File: config.mk
export PLATFORM = sky130hd
export DESIGN_NAME = groovy_ddr_sched
export DESIGN_NICKNAME = d
export VERILOG_FILES = /design/src/rtl/groovy_sched_pkg.sv /design/src/rtl/groovy_sched_chan.sv /design/src/rtl/groovy_ddr_sched.sv
export SDC_FILE = /design/constraint.sdc
export NUM_CORES = 1
export LEC_CHECK = 0
export ABC_AREA = 1
export ABC_CLOCK_PERIOD_IN_PS = 14800
export CORE_MARGIN = 3
export CORE_UTILIZATION = 65
export CTS_BUF_LIST = sky130_fd_sc_hd__clkbuf_8
export CTS_CLUSTER_SIZE = 10
export DETAILED_ROUTE_END_ITERATION = 10
export PLACE_DENSITY = 0.88
export RECOVER_POWER = 100
export SYNTH_ARGS = -nofsm -noshare
export SYNTH_HDL_FRONTEND = slang
export SYNTH_SLANG_ARGS = --single-unit
File: constraint.sdc
create_clock -name clk_sys -period 14.8 [get_ports clk_sys]
set_input_delay 2.22 -clock clk_sys [delete_from_list [all_inputs] [get_ports clk_sys]]
set_output_delay 2.22 -clock clk_sys [all_outputs]
set_load 0.01 [all_outputs]
File: src/rtl/groovy_sched_pkg.sv
// Shared definitions for the DDR read-port scheduler: owner codes, FSM encoding
// and the burst sizing helper.
package groovy_sched_pkg;

   localparam logic [1:0] OWN_NONE  = 2'd0;
   localparam logic [1:0] OWN_SWRES = 2'd1;
   localparam logic [1:0] OWN_AUDIO = 2'd2;
   localparam logic [1:0] OWN_BLIT  = 2'd3;

   localparam logic [1:0] ST_IDLE  = 2'd0;
   localparam logic [1:0] ST_ISSUE = 2'd1;
   localparam logic [1:0] ST_WAIT  = 2'd2;
   localparam logic [1:0] ST_DONE  = 2'd3;

   // Smallest of the burst cap, the words left, and (for blit only) the FIFO room.
   function automatic logic [7:0] burst_min(input logic [23:0] remaining,
                                            input logic [9:0]  space,
                                            input logic        use_space,
                                            input logic [7:0]  max_burst);
      logic [23:0] m;
      m = {16'd0, max_burst};
      if (remaining < m) m = remaining;
      if (use_space && ({14'd0, space} < m)) m = {14'd0, space};
      return 8'(m);
   endfunction

endpackage

File: src/rtl/groovy_sched_chan.sv
// One command channel: edge detect on the request level, pending flag, word
// pointer and remaining count, and the one-cycle done pulse.
module groovy_sched_chan (
   input  logic        clk_sys,
   input  logic        reset,
   input  logic        load,
   input  logic [23:0] count,
   input  logic        advance,
   input  logic [7:0]  burst,
   output logic        pending,
   output logic [23:0] ptr,
   output logic [23:0] remaining,
   output logic        done
);

   logic load_d;

   // A pending job with nothing left retires here, which covers both
   // zero-length jobs and jobs whose last burst just completed.
   always_ff @(posedge clk_sys or posedge reset) begin
      if (reset) begin
         load_d    <= 1'b0;
         pending   <= 1'b0;
         ptr       <= '0;
         remaining <= '0;
         done      <= 1'b0;
      end else begin
         load_d <= load;
         done   <= 1'b0;
         if (pending && remaining == '0) begin
            pending <= 1'b0;
            done    <= 1'b1;
         end else if (load && !load_d && !pending) begin
            pending   <= 1'b1;
            ptr       <= '0;
            remaining <= count;
         end else if (advance) begin
            ptr       <= ptr + 24'(burst);
            remaining <= remaining - 24'(burst);
         end
      end
   end

endmodule

File: src/rtl/groovy_ddr_sched.sv
// Shares the DDR read port between the switchres, audio and blit channels.
//  state | meaning
//  IDLE  | arbitrate eligible channels, size the next burst
//  ISSUE | hold the Avalon read until the port accepts it
//  WAIT  | count returning beats and tag them with the owner
//  DONE  | job finished; the channel retires and pulses its reset
module groovy_ddr_sched import groovy_sched_pkg::*; #(
   parameter int            AW          = 29,
   parameter logic [AW-1:0] SWRES_BASE  = 'h0,
   parameter int            SWRES_WORDS = 4,
   parameter logic [AW-1:0] AUDIO_BASE  = 'h10000,
   parameter logic [AW-1:0] BLIT_BASE   = 'h20000,
   parameter int            MAX_BURST   = 128
) (
   input  logic          clk_sys,
   input  logic          reset,
   input  logic          cmd_switchres,
   input  logic          cmd_audio,
   input  logic [15:0]   audio_samples,
   input  logic          cmd_blit,
   input  logic [23:0]   blit_words,
   input  logic [9:0]    vram_space,
   input  logic          ddr_busy,
   output logic          ddr_rd,
   output logic [AW-1:0] ddr_addr,
   output logic [7:0]    ddr_burstcnt,
   input  logic          ddr_dout_ready,
   output logic [1:0]    rd_owner,
   output logic          rd_valid,
   output logic          reset_switchres,
   output logic          reset_audio,
   output logic          reset_blit,
   output logic          sched_busy
);

   localparam logic [7:0] MAX_B = 8'(MAX_BURST);

   logic [3:1]  cmd, pend, adv, done, elig;
   logic [23:0] cnt_a [1:3];
   logic [23:0] ptr_a [1:3];
   logic [23:0] rem_a [1:3];

   logic [1:0]    state, owner;
   logic [7:0]    burst, beat_left;
   logic [AW-1:0] base_sel;
   logic [23:0]   ptr_sel, rem_sel;
   logic          last_beat;

   assign cmd      = {cmd_blit, cmd_audio, cmd_switchres};
   assign cnt_a[1] = 24'(SWRES_WORDS);
   assign cnt_a[2] = 24'(({1'b0, audio_samples} + 17'd1) >> 1);
   assign cnt_a[3] = blit_words;

   for (genvar i = 1; i <= 3; i++) begin : g_chan
      groovy_sched_chan u_chan (
         .clk_sys   (clk_sys),
         .reset     (reset),
         .load      (cmd[i]),
         .count     (cnt_a[i]),
         .advance   (adv[i]),
         .burst     (burst),
         .pending   (pend[i]),
         .ptr       (ptr_a[i]),
         .remaining (rem_a[i]),
         .done      (done[i])
      );
   end

   // Zero-length jobs are never eligible; their channel retires on its own.
   assign elig[1] = pend[1] && (rem_a[1] != '0);
   assign elig[2] = pend[2] && (rem_a[2] != '0);
   assign elig[3] = pend[3] && (rem_a[3] != '0) && (vram_space != '0);

   always_comb begin
      base_sel = '0;
      ptr_sel  = '0;
      rem_sel  = '0;
      case (owner)
         OWN_SWRES: begin base_sel = SWRES_BASE; ptr_sel = ptr_a[1]; rem_sel = rem_a[1]; end
         OWN_AUDIO: begin base_sel = AUDIO_BASE; ptr_sel = ptr_a[2]; rem_sel = rem_a[2]; end
         OWN_BLIT:  begin base_sel = BLIT_BASE;  ptr_sel = ptr_a[3]; rem_sel = rem_a[3]; end
         default:   ;
      endcase
   end

   assign last_beat = (state == ST_WAIT) && ddr_dout_ready && (beat_left == 8'd1);
   assign adv       = {owner == OWN_BLIT, owner == OWN_AUDIO, owner == OWN_SWRES} & {3{last_beat}};

   always_ff @(posedge clk_sys or posedge reset) begin
      if (reset) begin
         state     <= ST_IDLE;
         owner     <= OWN_NONE;
         burst     <= '0;
         beat_left <= '0;
      end else begin
         case (state)
            ST_IDLE: begin
               if (elig[1]) begin
                  owner <= OWN_SWRES;
                  burst <= burst_min(rem_a[1], vram_space, 1'b0, MAX_B);
                  state <= ST_ISSUE;
               end else if (elig[2]) begin
                  owner <= OWN_AUDIO;
                  burst <= burst_min(rem_a[2], vram_space, 1'b0, MAX_B);
                  state <= ST_ISSUE;
               end else if (elig[3]) begin
                  owner <= OWN_BLIT;
                  burst <= burst_min(rem_a[3], vram_space, 1'b1, MAX_B);
                  state <= ST_ISSUE;
               end
            end
            ST_ISSUE: begin
               if (!ddr_busy) begin
                  beat_left <= burst;
                  state     <= ST_WAIT;
               end
            end
            ST_WAIT: begin
               if (ddr_dout_ready) begin
                  beat_left <= beat_left - 8'd1;
                  if (beat_left == 8'd1)
                     state <= (rem_sel == {16'd0, burst}) ? ST_DONE : ST_IDLE;
               end
            end
            default: begin
               state <= ST_IDLE;
               owner <= OWN_NONE;
            end
         endcase
      end
   end

   assign ddr_rd          = (state == ST_ISSUE);
   assign ddr_addr        = ddr_rd ? (base_sel + AW'(ptr_sel)) : '0;
   assign ddr_burstcnt    = ddr_rd ? burst : '0;
   assign rd_valid        = (state == ST_WAIT) && ddr_dout_ready;
   assign rd_owner        = rd_valid ? owner : OWN_NONE;
   assign reset_switchres = done[1];
   assign reset_audio     = done[2];
   assign reset_blit      = done[3];
   assign sched_busy      = (|pend) || (state != ST_IDLE);

endmodule
==> impl_results.md <==
* TritonCTS clock tree: built
* Hold path depth at 1
* Via/cell ratio at 5.98
* Largest family of logic cells by synthesized area: simple AND/OR/NAND/NOR gates
* Synth Area in Simple Gates at 26.3%
* Pin count of the biggest net entering global routing at 97
* Remaining DRCs at 0
* Multi-input logic area at 6870 um^2
* Final max-slew violation count at 248
* Core footprint at 18900 um^2
* Crit start category: input port
* Lkg Pwr at 7.22 nW
* RSZ-0062 raised after global routing: false
* Routed Antenna Nets at 0
* Gate Count Post-Synth at 1760
* Global route hottest layer: met2
* Fraction of registers with async set or reset after synthesis at 100%
* Synth Area in Adders at 7.65%
* Area Growth Syn to Fin at 11.6%
* Hold Path Class: flop to flop
* Distinct cell type count after synthesis at 61
* Reg area at 4330 um^2
* Pwr/cell area at 143 nW/um^2
* Met1 Use GR at 48.4%
* Die area at 21100 um^2
* Worst Skew at 0.0113 ns
* H-tree Lvls at 4
* Post-DR wirelength/cell at 17.3 um
* Setup_tns at 0 ns
* DRT Pass-1 Iters at 6
* Worst EP required at 14.45 ns
* # clock sinks at 173
* CP top delay family: buffers and inverters
* Status: finished, violations left
* Failing checks: max-capacitance violations, max-slew violations
* Worst reg2reg path depth at 15
* DP HPWL at 26.8 mm
* Chip width at 145 um
* Peak VDD IR at 88.8 uV
* Setup violators final at 0
* Worst-Skew Late Latency at 0.48 ns
* Layout cells sized above 1 at 3.88%
* Max Cap Viol at 4
* WL final at 36.6 mm
* Post-synth EDFFs at 0
* GRT Total Usage at 34.1%
* CP max-delay cell: clkbuf_1
* GRT Residual Overflow at 0
* GR Layer Usage met3 at 6.98%
* Crit-path cells: dlygate4sd3_1 > clkinvlp_2 > clkbuf_1
* Min Tclk post-route at 8.66 ns
* Antenna violations before repair at 0
* Vias after detailed routing at 12700
* Synth Register Bits at 173
* First-pass GRT wire length at 59.4 mm
* Crit. End Element: asynchronous set/reset pin
* Pwr Total at 2.02 mW
* Max transition margin at -192%
* Final critical-path share of the clock period at 58.5%
* CTS clock-pin slew for the worst setup and hold paths at 0.09 ns
* Port Buffers at 97
* Sequential-to-total area share from yosys stat at 34.3%
* Crit Path Class: input port to asynchronous set/reset pin
* Vias in the first global route at 12000
* Clock Tree Buf Depth at 2
* Cell area after synthesis at 12600 um^2
* Final instance area at 14100 um^2
* Max FO, Critical Path at 96
* I/O Pins at 102
* Rows at 50
* Root Driver: clkbuf_8
* Complex-gate fraction of the synthesized area at 18.5%
* Final Hold Viols at 0
* CP peak stage delay at 3.05 ns
* CP Buf/Inv Count at 3
* Filler Cells Inserted at 1522
* Synth Area in XOR/XNOR at 2.71%
* Ys Warns at 0
* Drt initial violations at 1216
* CTS Buf Count at 17
* PostCTS Resize Cnt at 0
* Cts hold-fix bufs at 0
* Postcts setup bufs at 0
* Grt met2 use at 51.9%
* Synthesized area per cell at 7.17 um^2
* Worst path depth at 3
* Die height at 145 um
* Routability Congestion at 0.988
* Slew @ Worst Pin at 4.36 ns
* Initial Util at 66.8%
* Prevailing post-synth register cell: dfrtp_1
* Arr. time, crit path at 8.31 ns
* Placed instance area at 13800 um^2
* F_max at 0.115 GHz
* Antenna Cells at 0
* Post-synthesis mux area share at 0%
* Nets at 1975
## logic make-up after synthesis
family,count (synthesis)
XOR/XNOR,39
AND/OR/NAND/NOR,731
adder cells (fa/ha/maj),73
AO/OA/AOI/OAI,402
flip-flops,173
other,2
buffers and inverters,340
## final timing paths
path / startpoint / end / slack [ns]
min in group asynchronous: reset / beat_left[1] / 3.50
worst min-delay path: g_chan[1].u_chan.remaining[23] / g_chan[1].u_chan.remaining[23] / 0.48
worst min register to register: g_chan[1].u_chan.remaining[23] / g_chan[1].u_chan.remaining[23] / 0.48
worst max-delay path: reset / g_chan[3].u_chan.ptr[7] / 6.14
max in group clk_sys: owner[0] / ddr_addr[22] / 7.97
worst max register to register: state[0] / g_chan[1].u_chan.ptr[14] / 10.26
## cell usage after synthesis, drive strengths merged (3+ instances only)
| master | count | area, um^2 |
|---|---|---|
| a211oi | 4 | 30.0 |
| a21boi | 5 | 37.5 |
| a21o | 3 | 22.5 |
| a21oi | 136 | 684 |
| a22oi | 21 | 158 |
| a31oi | 11 | 68.8 |
| buf | 21 | 119 |
| clkbuf | 23 | 86.3 |
| clkinv | 5 | 20.0 |
| dfrtp | 173 | 4330 |
| fa | 7 | 140 |
| ha | 66 | 826 |
| inv | 291 | 1090 |
| nand2 | 335 | 1300 |
| nand3 | 76 | 423 |
| nand3b | 5 | 37.5 |
| nand4 | 34 | 240 |
| nor2 | 188 | 786 |
| nor3 | 70 | 382 |
| nor4 | 12 | 81.3 |
| o211ai | 10 | 75.1 |
| o21a | 8 | 60.1 |
| o21ai | 138 | 702 |
| o21bai | 4 | 30.0 |
| o221ai | 21 | 184 |
| o22ai | 30 | 188 |
| o31ai | 3 | 22.5 |
| or2 | 8 | 50.1 |
| xnor2 | 10 | 87.6 |
| xor2 | 29 | 254 |
## metal layers
layer | wire, um | share of wire, %
met5 | 0 | 0
met1 | 15200 | 42
met4 | 1260 | 3.5
met2 | 16200 | 44
met3 | 3930 | 11
## power breakdown
group / switching [mW] / total (mW) / internal [mW]
Sequential: 0.0909 / 0.633 / 0.542
Combinational: 0.653 / 1.02 / 0.372
Clock: 0.191 / 0.361 / 0.170
Total: 0.935 / 2.02 / 1.08
## state kept, by name, summed over array words and instances, names as in the netlist
| signal | count |
|---|---|
| g_chan.u_chan.load_d | 3 |
| g_chan.u_chan.pending | 3 |
| g_chan.u_chan.remaining | 72 |
| g_chan.u_chan.ptr | 72 |
| g_chan.u_chan.done | 3 |
| state | 2 |
| beat_left | 8 |
| owner | 2 |
| burst | 8 |
## metrics by stage
stage	cells	hold WS, ns	util, %	setup WS [ns]
global placement	2086	0.446	73.0	9.10
detailed placement	2086	0.455	73.0	8.94
CTS	2117	0.470	75.2	8.42
global route	2117	0.493	74.5	4.87
floorplan	1764	0.426	-	7.89
finish	2117	0.475	74.5	6.14
## final cells by class
cell class / instances / share of cell area (%)
flip-flops and latches: 173 / 30.8
clock buffers: 17 / 1.66
well taps: 260 / 2.31
clock inverters: 14 / 1.31
inverters: 296 / 7.92
multi-input cells: 1251 / 48.8
repair buffers: 106 / 7.24
## layout by cell type, fill, tap and decap left out, types with 4 or more instances in the layout
cell type        Yosys  final
fa_1                 7      7
buf_4                5      4
or2_2                6      6
ha_1                66     66
o21bai_1             4      4
nor4_1              11     11
nand3b_1             5      5
clkbuf_8             0     17
conb_1               2      6
a211oi_1             4      4
nor2_1             171    182
o21ai_1             10      4
a22oi_1             21     21
clkinv_1             4      5
nor2_2              13      5
xnor2_1             10     10
nand2_1            326    329
nand4_1             31     32
dlygate4sd3_1        0     44
a31oi_1             11     11
clkdlybuf4s50_1      0     53
nor3_1              65     66
xor2_1              29     29
o21a_1               8      8
dfrtp_1            173    173
clkbuf_1            23      5
o211ai_1            10     10
a21oi_1            135    135
nand3_1             69     73
o221ai_1            21     21
o21ai_0            125    132
inv_1              281    286
o22ai_1             30     30
(Power assumes the default switching activity.)
